===== config.mk =====
export PLATFORM = sky130hd
export DESIGN_NAME = ram_arbiter_flat
export DESIGN_NICKNAME = d
export VERILOG_FILES = /design/src/rtl/ram_arbiter_pkg.sv /design/src/rtl/ram_arbiter_if.sv /design/src/rtl/ram_arbiter_word_assembler.sv /design/src/rtl/ram_arbiter.sv /design/src/flat_wrapper.sv
export SDC_FILE = /design/constraint.sdc
export NUM_CORES = 1
export LEC_CHECK = 0
export ABC_AREA = 1
export BUFFER_PORTS_ARGS = -buffer_cell sky130_fd_sc_hd__clkbuf_2
export CAP_MARGIN = 30
export CORE_AREA = 2 2 109 111
export CTS_CLUSTER_DIAMETER = 100
export CTS_CLUSTER_SIZE = 8
export DETAILED_ROUTE_END_ITERATION = 16
export DIE_AREA = 0 0 111 113
export GPL_ROUTABILITY_DRIVEN = 0
export PLACE_DENSITY = 0.73
export SLEW_MARGIN = 20
export SYNTH_ARGS = -nofsm -noshare
export SYNTH_HDL_FRONTEND = slang
export SYNTH_HIERARCHICAL = 1
export SYNTH_SLANG_ARGS = --single-unit

===== constraint.sdc =====
create_clock -name clk -period 2.5 [get_ports clk]
set_input_delay 0.5 -clock clk [delete_from_list [all_inputs] [get_ports clk]]
set_output_delay 0.5 -clock clk [all_outputs]
set_load 0.01 [all_outputs]

===== src/rtl/ram_arbiter_pkg.sv =====
// rtl/ram_arbiter_pkg.sv - shared types and constants for the byte-RAM arbiter
package pkg_arb;

  typedef logic [2:0] arb_state_t;

  localparam arb_state_t ST_IDLE    = 3'd0;
  localparam arb_state_t ST_FETCH   = 3'd1;
  localparam arb_state_t ST_F_LAST  = 3'd2;
  localparam arb_state_t ST_D_READ  = 3'd3;
  localparam arb_state_t ST_D_LAST  = 3'd4;
  localparam arb_state_t ST_D_WRITE = 3'd5;
  localparam arb_state_t ST_ACK     = 3'd6;

  localparam int ARB_FETCH_BYTES = 4;

  typedef enum logic {
    ARB_FETCH = 1'b0,
    ARB_DATA  = 1'b1
  } arb_req_t;

endpackage


===== src/rtl/ram_arbiter_if.sv =====
// rtl/ram_arbiter_if.sv - requester handshakes and RAM macro port
interface ram_arbiter_if #(
  parameter int ADDR_W = 16
);
  logic              fetch_req;
  logic [ADDR_W-1:0] fetch_addr;
  logic              fetch_ack;
  logic [31:0]       fetch_data;

  logic              data_req;
  logic              data_we;
  logic [ADDR_W-1:0] data_addr;
  logic [7:0]        data_wdata;
  logic              data_ack;
  logic [7:0]        data_rdata;

  logic [ADDR_W-1:0] ram_addr;
  logic              ram_we;
  logic [7:0]        ram_wdata;
  logic [7:0]        ram_rdata;

  modport slave (
    input  fetch_req, fetch_addr, data_req, data_we, data_addr, data_wdata, ram_rdata,
    output fetch_ack, fetch_data, data_ack, data_rdata, ram_addr, ram_we, ram_wdata
  );

  modport master (
    output fetch_req, fetch_addr, data_req, data_we, data_addr, data_wdata, ram_rdata,
    input  fetch_ack, fetch_data, data_ack, data_rdata, ram_addr, ram_we, ram_wdata
  );
endinterface


===== src/rtl/ram_arbiter_word_assembler.sv =====
// rtl/ram_arbiter_word_assembler.sv - 32-bit left-shift register for fetch words
// Bytes enter at the bottom, so the first byte read ends up in bits 31:24.
module word_assembler (
  input  logic        clk,
  input  logic        rst,
  input  logic        i_clr,
  input  logic        i_shift,
  input  logic [7:0]  i_byte,
  output logic [31:0] o_word
);

  logic [31:0] r_word;

  always_ff @(posedge clk) begin
    if (rst || i_clr) begin
      r_word <= '0;
    end else if (i_shift) begin
      r_word <= {r_word[23:0], i_byte};
    end
  end

  assign o_word = r_word;

endmodule


===== src/rtl/ram_arbiter.sv =====
// rtl/ram_arbiter.sv - shares one byte-wide RAM port between fetch and data
// Data requests win ties; a fetch is four byte reads and is never preempted.
module ram_arbiter
  import pkg_arb::*;
#(
  parameter int ADDR_W = 16
) (
  input logic           clk,
  input logic           rst,
  ram_arbiter_if.slave  bus
);

  localparam int                CNT_W    = $clog2(ARB_FETCH_BYTES);
  localparam logic [CNT_W-1:0]  CNT_LAST = CNT_W'(ARB_FETCH_BYTES - 1);

  arb_state_t        r_state;
  arb_req_t          r_gnt;
  logic [ADDR_W-1:0] r_base;
  logic [ADDR_W-1:0] r_addr;
  logic [CNT_W-1:0]  r_cnt;
  logic [7:0]        r_wdata;
  logic [7:0]        r_data_rdata;
  logic [31:0]       r_fetch_hold;

  logic [31:0]       w_word;
  logic              w_shift;
  logic              w_clr;
  logic              w_ack;
  logic              w_fetch_ack;
  logic [ADDR_W-1:0] w_ram_addr;

  // The byte addressed in FETCH with cnt=k arrives one cycle later, hence cnt>0 and F_LAST.
  assign w_shift = ((r_state == ST_FETCH) && (r_cnt != '0)) || (r_state == ST_F_LAST);
  assign w_clr   = (r_state == ST_IDLE) && !bus.data_req && bus.fetch_req;

  word_assembler u_word_assembler (
    .clk     (clk),
    .rst     (rst),
    .i_clr   (w_clr),
    .i_shift (w_shift),
    .i_byte  (bus.ram_rdata),
    .o_word  (w_word)
  );

  always_ff @(posedge clk) begin
    if (rst) begin
      r_state      <= ST_IDLE;
      r_gnt        <= ARB_FETCH;
      r_base       <= '0;
      r_addr       <= '0;
      r_cnt        <= '0;
      r_wdata      <= '0;
      r_data_rdata <= '0;
      r_fetch_hold <= '0;
    end else begin
      case (r_state)
        ST_IDLE: begin
          if (bus.data_req) begin
            r_gnt   <= ARB_DATA;
            r_addr  <= bus.data_addr;
            r_wdata <= bus.data_wdata;
            r_state <= bus.data_we ? ST_D_WRITE : ST_D_READ;
          end else if (bus.fetch_req) begin
            r_gnt   <= ARB_FETCH;
            r_base  <= bus.fetch_addr;
            r_cnt   <= '0;
            r_state <= ST_FETCH;
          end
        end
        ST_FETCH: begin
          r_cnt <= r_cnt + CNT_W'(1);
          if (r_cnt == CNT_LAST) begin
            r_state <= ST_F_LAST;
          end
        end
        ST_F_LAST:  r_state <= ST_ACK;
        ST_D_READ:  r_state <= ST_D_LAST;
        ST_D_LAST: begin
          r_data_rdata <= bus.ram_rdata;
          r_state      <= ST_ACK;
        end
        ST_D_WRITE: r_state <= ST_ACK;
        ST_ACK: begin
          if (r_gnt == ARB_FETCH) begin
            r_fetch_hold <= w_word;
          end
          r_state <= ST_IDLE;
        end
        default:    r_state <= ST_IDLE;
      endcase
    end
  end

  always_comb begin
    w_ram_addr = '0;
    case (r_state)
      ST_FETCH:              w_ram_addr = r_base + ADDR_W'(r_cnt);
      ST_D_READ, ST_D_WRITE: w_ram_addr = r_addr;
      default:               w_ram_addr = '0;
    endcase
  end

  assign w_ack       = (r_state == ST_ACK) && !rst;
  assign w_fetch_ack = w_ack && (r_gnt == ARB_FETCH);

  assign bus.fetch_ack  = w_fetch_ack;
  assign bus.data_ack   = w_ack && (r_gnt == ARB_DATA);
  // The finished word sits in the assembler during ACK and is held afterwards.
  assign bus.fetch_data = w_fetch_ack ? w_word : r_fetch_hold;
  assign bus.data_rdata = r_data_rdata;
  assign bus.ram_addr   = w_ram_addr;
  assign bus.ram_we     = (r_state == ST_D_WRITE) && !rst;
  assign bus.ram_wdata  = r_wdata;

endmodule


===== src/flat_wrapper.sv =====
// flat-port wrapper written by rule: the top's interface ports become plain ports
module ram_arbiter_flat import pkg_arb::*;
#(
  parameter int ADDR_W = 16
)
  (clk, rst, bus_fetch_req, bus_fetch_addr, bus_data_req, bus_data_we, bus_data_addr, bus_data_wdata, bus_ram_rdata, bus_fetch_ack, bus_fetch_data, bus_data_ack, bus_data_rdata, bus_ram_addr, bus_ram_we, bus_ram_wdata);
  ram_arbiter_if #(.ADDR_W(ADDR_W)) bus_i ();
  input logic clk;
  input logic rst;
  input wire logic [$bits(bus_i.fetch_req)-1:0] bus_fetch_req;
  input wire logic [$bits(bus_i.fetch_addr)-1:0] bus_fetch_addr;
  input wire logic [$bits(bus_i.data_req)-1:0] bus_data_req;
  input wire logic [$bits(bus_i.data_we)-1:0] bus_data_we;
  input wire logic [$bits(bus_i.data_addr)-1:0] bus_data_addr;
  input wire logic [$bits(bus_i.data_wdata)-1:0] bus_data_wdata;
  input wire logic [$bits(bus_i.ram_rdata)-1:0] bus_ram_rdata;
  output wire logic [$bits(bus_i.fetch_ack)-1:0] bus_fetch_ack;
  output wire logic [$bits(bus_i.fetch_data)-1:0] bus_fetch_data;
  output wire logic [$bits(bus_i.data_ack)-1:0] bus_data_ack;
  output wire logic [$bits(bus_i.data_rdata)-1:0] bus_data_rdata;
  output wire logic [$bits(bus_i.ram_addr)-1:0] bus_ram_addr;
  output wire logic [$bits(bus_i.ram_we)-1:0] bus_ram_we;
  output wire logic [$bits(bus_i.ram_wdata)-1:0] bus_ram_wdata;
  assign bus_i.fetch_req = bus_fetch_req;
  assign bus_i.fetch_addr = bus_fetch_addr;
  assign bus_i.data_req = bus_data_req;
  assign bus_i.data_we = bus_data_we;
  assign bus_i.data_addr = bus_data_addr;
  assign bus_i.data_wdata = bus_data_wdata;
  assign bus_i.ram_rdata = bus_ram_rdata;
  assign bus_fetch_ack = bus_i.fetch_ack;
  assign bus_fetch_data = bus_i.fetch_data;
  assign bus_data_ack = bus_i.data_ack;
  assign bus_data_rdata = bus_i.data_rdata;
  assign bus_ram_addr = bus_i.ram_addr;
  assign bus_ram_we = bus_i.ram_we;
  assign bus_ram_wdata = bus_i.ram_wdata;
  ram_arbiter #(.ADDR_W(ADDR_W)) u_core (.clk(clk), .rst(rst), .bus(bus_i));
endmodule

==> impl_metrics.csv <==
group,metric,value,unit
logic_synthesis,synth_top_cell_by_area,"dfxtp_1",
global_routing,grt_pass1_wl,21.4,mm
worst_setup_path,crit_top_cell,"nand2_1",
die,num_rows,39,
timing,worstMarginPinSlew,781,ps
job,maxCapViolCount,0,
logic_synthesis,yosys_warnings,6,
drt,dr.pass1.iters,5,
timing,min_period,2450,ps
global_routing,grt_usage,20.8,%
logic_synthesis,synth-compound-area-share,14.5,%
placement,place_inst,1026,
timing,hold_viol_final,0,
power,power_density,1110,nW/um2
logic_synthesis,synth-main-ff-cell,"dfxtp_1",
placement,dp_hpwl,8.50,mm
placement,numPortBuffers,119,
logic_synthesis,avgSynthCellArea,6.95,um2
layout,drive_above_1_share,24.2,%
global_routing,grt_pass1_vias,4648,
die,die_area,12500,um2
die,start_util,49.1,%
drt,drc,0,
global_routing,overflow,0,
logic_synthesis,synthCells,796,
clock_network,clk_pin_slew_worst_paths,50,ps
clock_network,root_buffer,"clkbuf_16",
worst_setup_path,cp.arrival,1950,ps
worst_setup_path,cp-end-kind,"output port",
die,floorplan.die.width,111,um
worst_setup_path,slowest_delay,380,ps
clock_network,cts_setup_buffers,0,
logic_synthesis,synthMostInstantiatedCell,"nand2_1",
worst_setup_path,crit_chain,"ha_4, fa_2, nand2_4, nor2_4, nand3_2, nand2_2, o21ai_2, nand2_1, nand2_1, buf_2",
logic_synthesis,synthSimpleGateAreaFrac,29.5,%
worst_setup_path,start_kind,"register",
layout,nFillCells,1080,
logic_synthesis,synth_top_area_share,42.7,%
drt,vias_per_cell,4.85,
layout,area_growth,22.7,%
drt,final_antenna_net_count,0,
layout,multi_input_area,2590,um2
clock_network,cts_made_buffers,17,
drt,vias,5134,
logic_synthesis,synth_xor_xnor_area_share,0,%
timing,hold_ws,307,ps
logic_synthesis,synthMuxAreaShare,0,%
worst_setup_path,cp.buffers_inverters,1,
global_routing,grt_max_degree,81,
clock_network,hold_buffers,0,
layout,nets,960,
logic_synthesis,synth_area_leaders,"dfxtp_1 (43%), nand2_1 (11%), nor2_1 (9.2%), o21ai_0 (8.5%), inv_1 (6.6%)",
power,power,7560,uW
drt,drt_iter0_markers,465,
worst_setup_path,critical_path.top_delay_family,"adder cells",
logic_synthesis,synth_common_cells,"nand2_1 (156), nor2_1 (136), dfxtp_1 (118)",
drt,drt_wl_total,12.9,mm
outcome,outcome,"completed",
drt,post_drt_wl_per_cell,12.2,um
layout,final_util,60.2,%
hold_path,hp-class,"primary input to register",
worst_setup_path,cp_max_fo,4,
timing,drv_slew,0,
die,ios,120,
clock_network,cts_sinks,118,
clock_network,insertion_delay,410,ps
layout,stdcell_count,1058,
worst_setup_path,critPathSlowestCell,"fa_2",
logic_synthesis,yosysUniqueCellTypes,32,
timing,slew_headroom,47.9,%
logic_synthesis,syn_nets,854,
clock_network,clockBufferDepth,2,
clock_network,cts_tree,"yes",
timing,max_freq,408,MHz
logic_synthesis,synthAdderAreaFrac,1.27,%
logic_synthesis,syn_area,5530,um2
logic_synthesis,ys_async_sr_fraction,0,%
logic_synthesis,synth_seq_cells,118,
logic_synthesis,synth_top_family_by_area,"simple AND/OR/NAND/NOR gates",
worst_setup_path,criticalPathCategory,"register to output port",
worst_setup_path,worstPathRequired,2000,ps
die,core,11300,um2
power,ir_drop,0.701,mV
logic_synthesis,ys_seq_area_share,42.7,%
global_routing,antenna_found_initial,0,
timing,setup_viol,0,
timing,clock_skew,4.70,ps
power,p_leak,0.00293,uW
timing,fin_crit_sh,98.1,%
clock_network,htreeDepth,4,
die,die_h,113,um
logic_synthesis,synth_edf_count,0,
timing,rsz0062_at_grt,"true",
layout,antennaDiodeCount,0,
layout,seq_area,2370,um2
==> placed cells by master (no fill, tap or decap), drive strengths merged <==
cell type / instances
nor2: 170
nand2: 159
clkbuf: 140
o21ai: 126
dfxtp: 118
inv: 101
nand3: 48
a21oi: 15
buf: 9
clkinv: 5
o22ai: 4
ha: 4
bufinv: 3
o21bai: 3
nor3: 2
clkinvlp: 1
nand4: 1
o32ai: 1
nand3b: 1
nor4: 1
or2: 1
o211ai: 1
fa: 1
==> registers in the layout (all words and copies together) (netlist names) <==
signal and cells:
u_core/r_fetch_hold 32, u_core/u_word_assembler/o_word 32, u_core/r_addr 16, u_core/r_base 16
u_core/bus.data_rdata 8, u_core/bus.ram_wdata 8, u_core/r_state 3, u_core/r_cnt 2
u_core/r_gnt 1
==> tightest hold or removal path: cells and delay by family <==
kind | cells | cell delay, ps
buffers and inverters | 1 | 70
and+or+nand+nor | 2 | 110
==> layout make-up <==
type                    instances  area share [%]
multi-input cells             538            38.2
flip-flops and latches        118            34.9
repair buffers                126            10.0
clock buffers                  23            6.75
inverters                     101            5.62
well taps                     143            2.64
clock inverters                 9            1.86
==> what timing repair did <==
action	CTS	global route
gates resized for setup	15	15
pin swaps	4	2
endpoints found under the setup margin	5	29
==> worst paths after layout <==
kind | startpoint | end | slack, ps | cells after the start
worst max register to register | u_core/r_state[2] | u_core/r_addr[3] | 730 | 6
worst min register to register | u_core/r_addr[3] | u_core/r_addr[3] | 470 | 2
worst min-delay path | bus_data_wdata[1] | u_core/bus.ram_wdata[1] | 310 | 3
worst max-delay path | u_core/r_cnt[0] | bus_ram_addr[12] | 50 | 10
==> per-stage QoR <==
step | TNS [ps] | area (um2) | worst slack, ps
floorplan | 0 | 5530 | 489
CTS | -2.42 | 6740 | -2.42
global route | -45.3 | 6790 | -45.3
finish | 0 | 6790 | 48.1
global placement | 0 | 6100 | 304
detailed placement | 0 | 6100 | 230
==> logic make-up (layout without fill, tap and decap cells) <==
| kind of cell | count (synthesis) | count (layout) |
|---|---|---|
| flip-flops | 118 | 118 |
| adder cells (fa/ha/maj) | 5 | 5 |
| AND/OR/NAND/NOR | 383 | 383 |
| AO/OA/AOI/OAI | 150 | 150 |
| buffers and inverters | 140 | 259 |
==> metal layers <==
metal,global-route usage [%],share of wire (%),vias up
met5,0,0,-
met3,6.86,6.3,11
met4,8.33,1.2,0
met2,31.8,45,131
li1,-,-,2717
met1,27.5,48,2275
==> report_power, final <==
group	internal, uW	switching, uW
clock	1580	811
combinational	829	1600
sequential	2390	354
total	4800	2760
(Power assumes the default switching activity.)
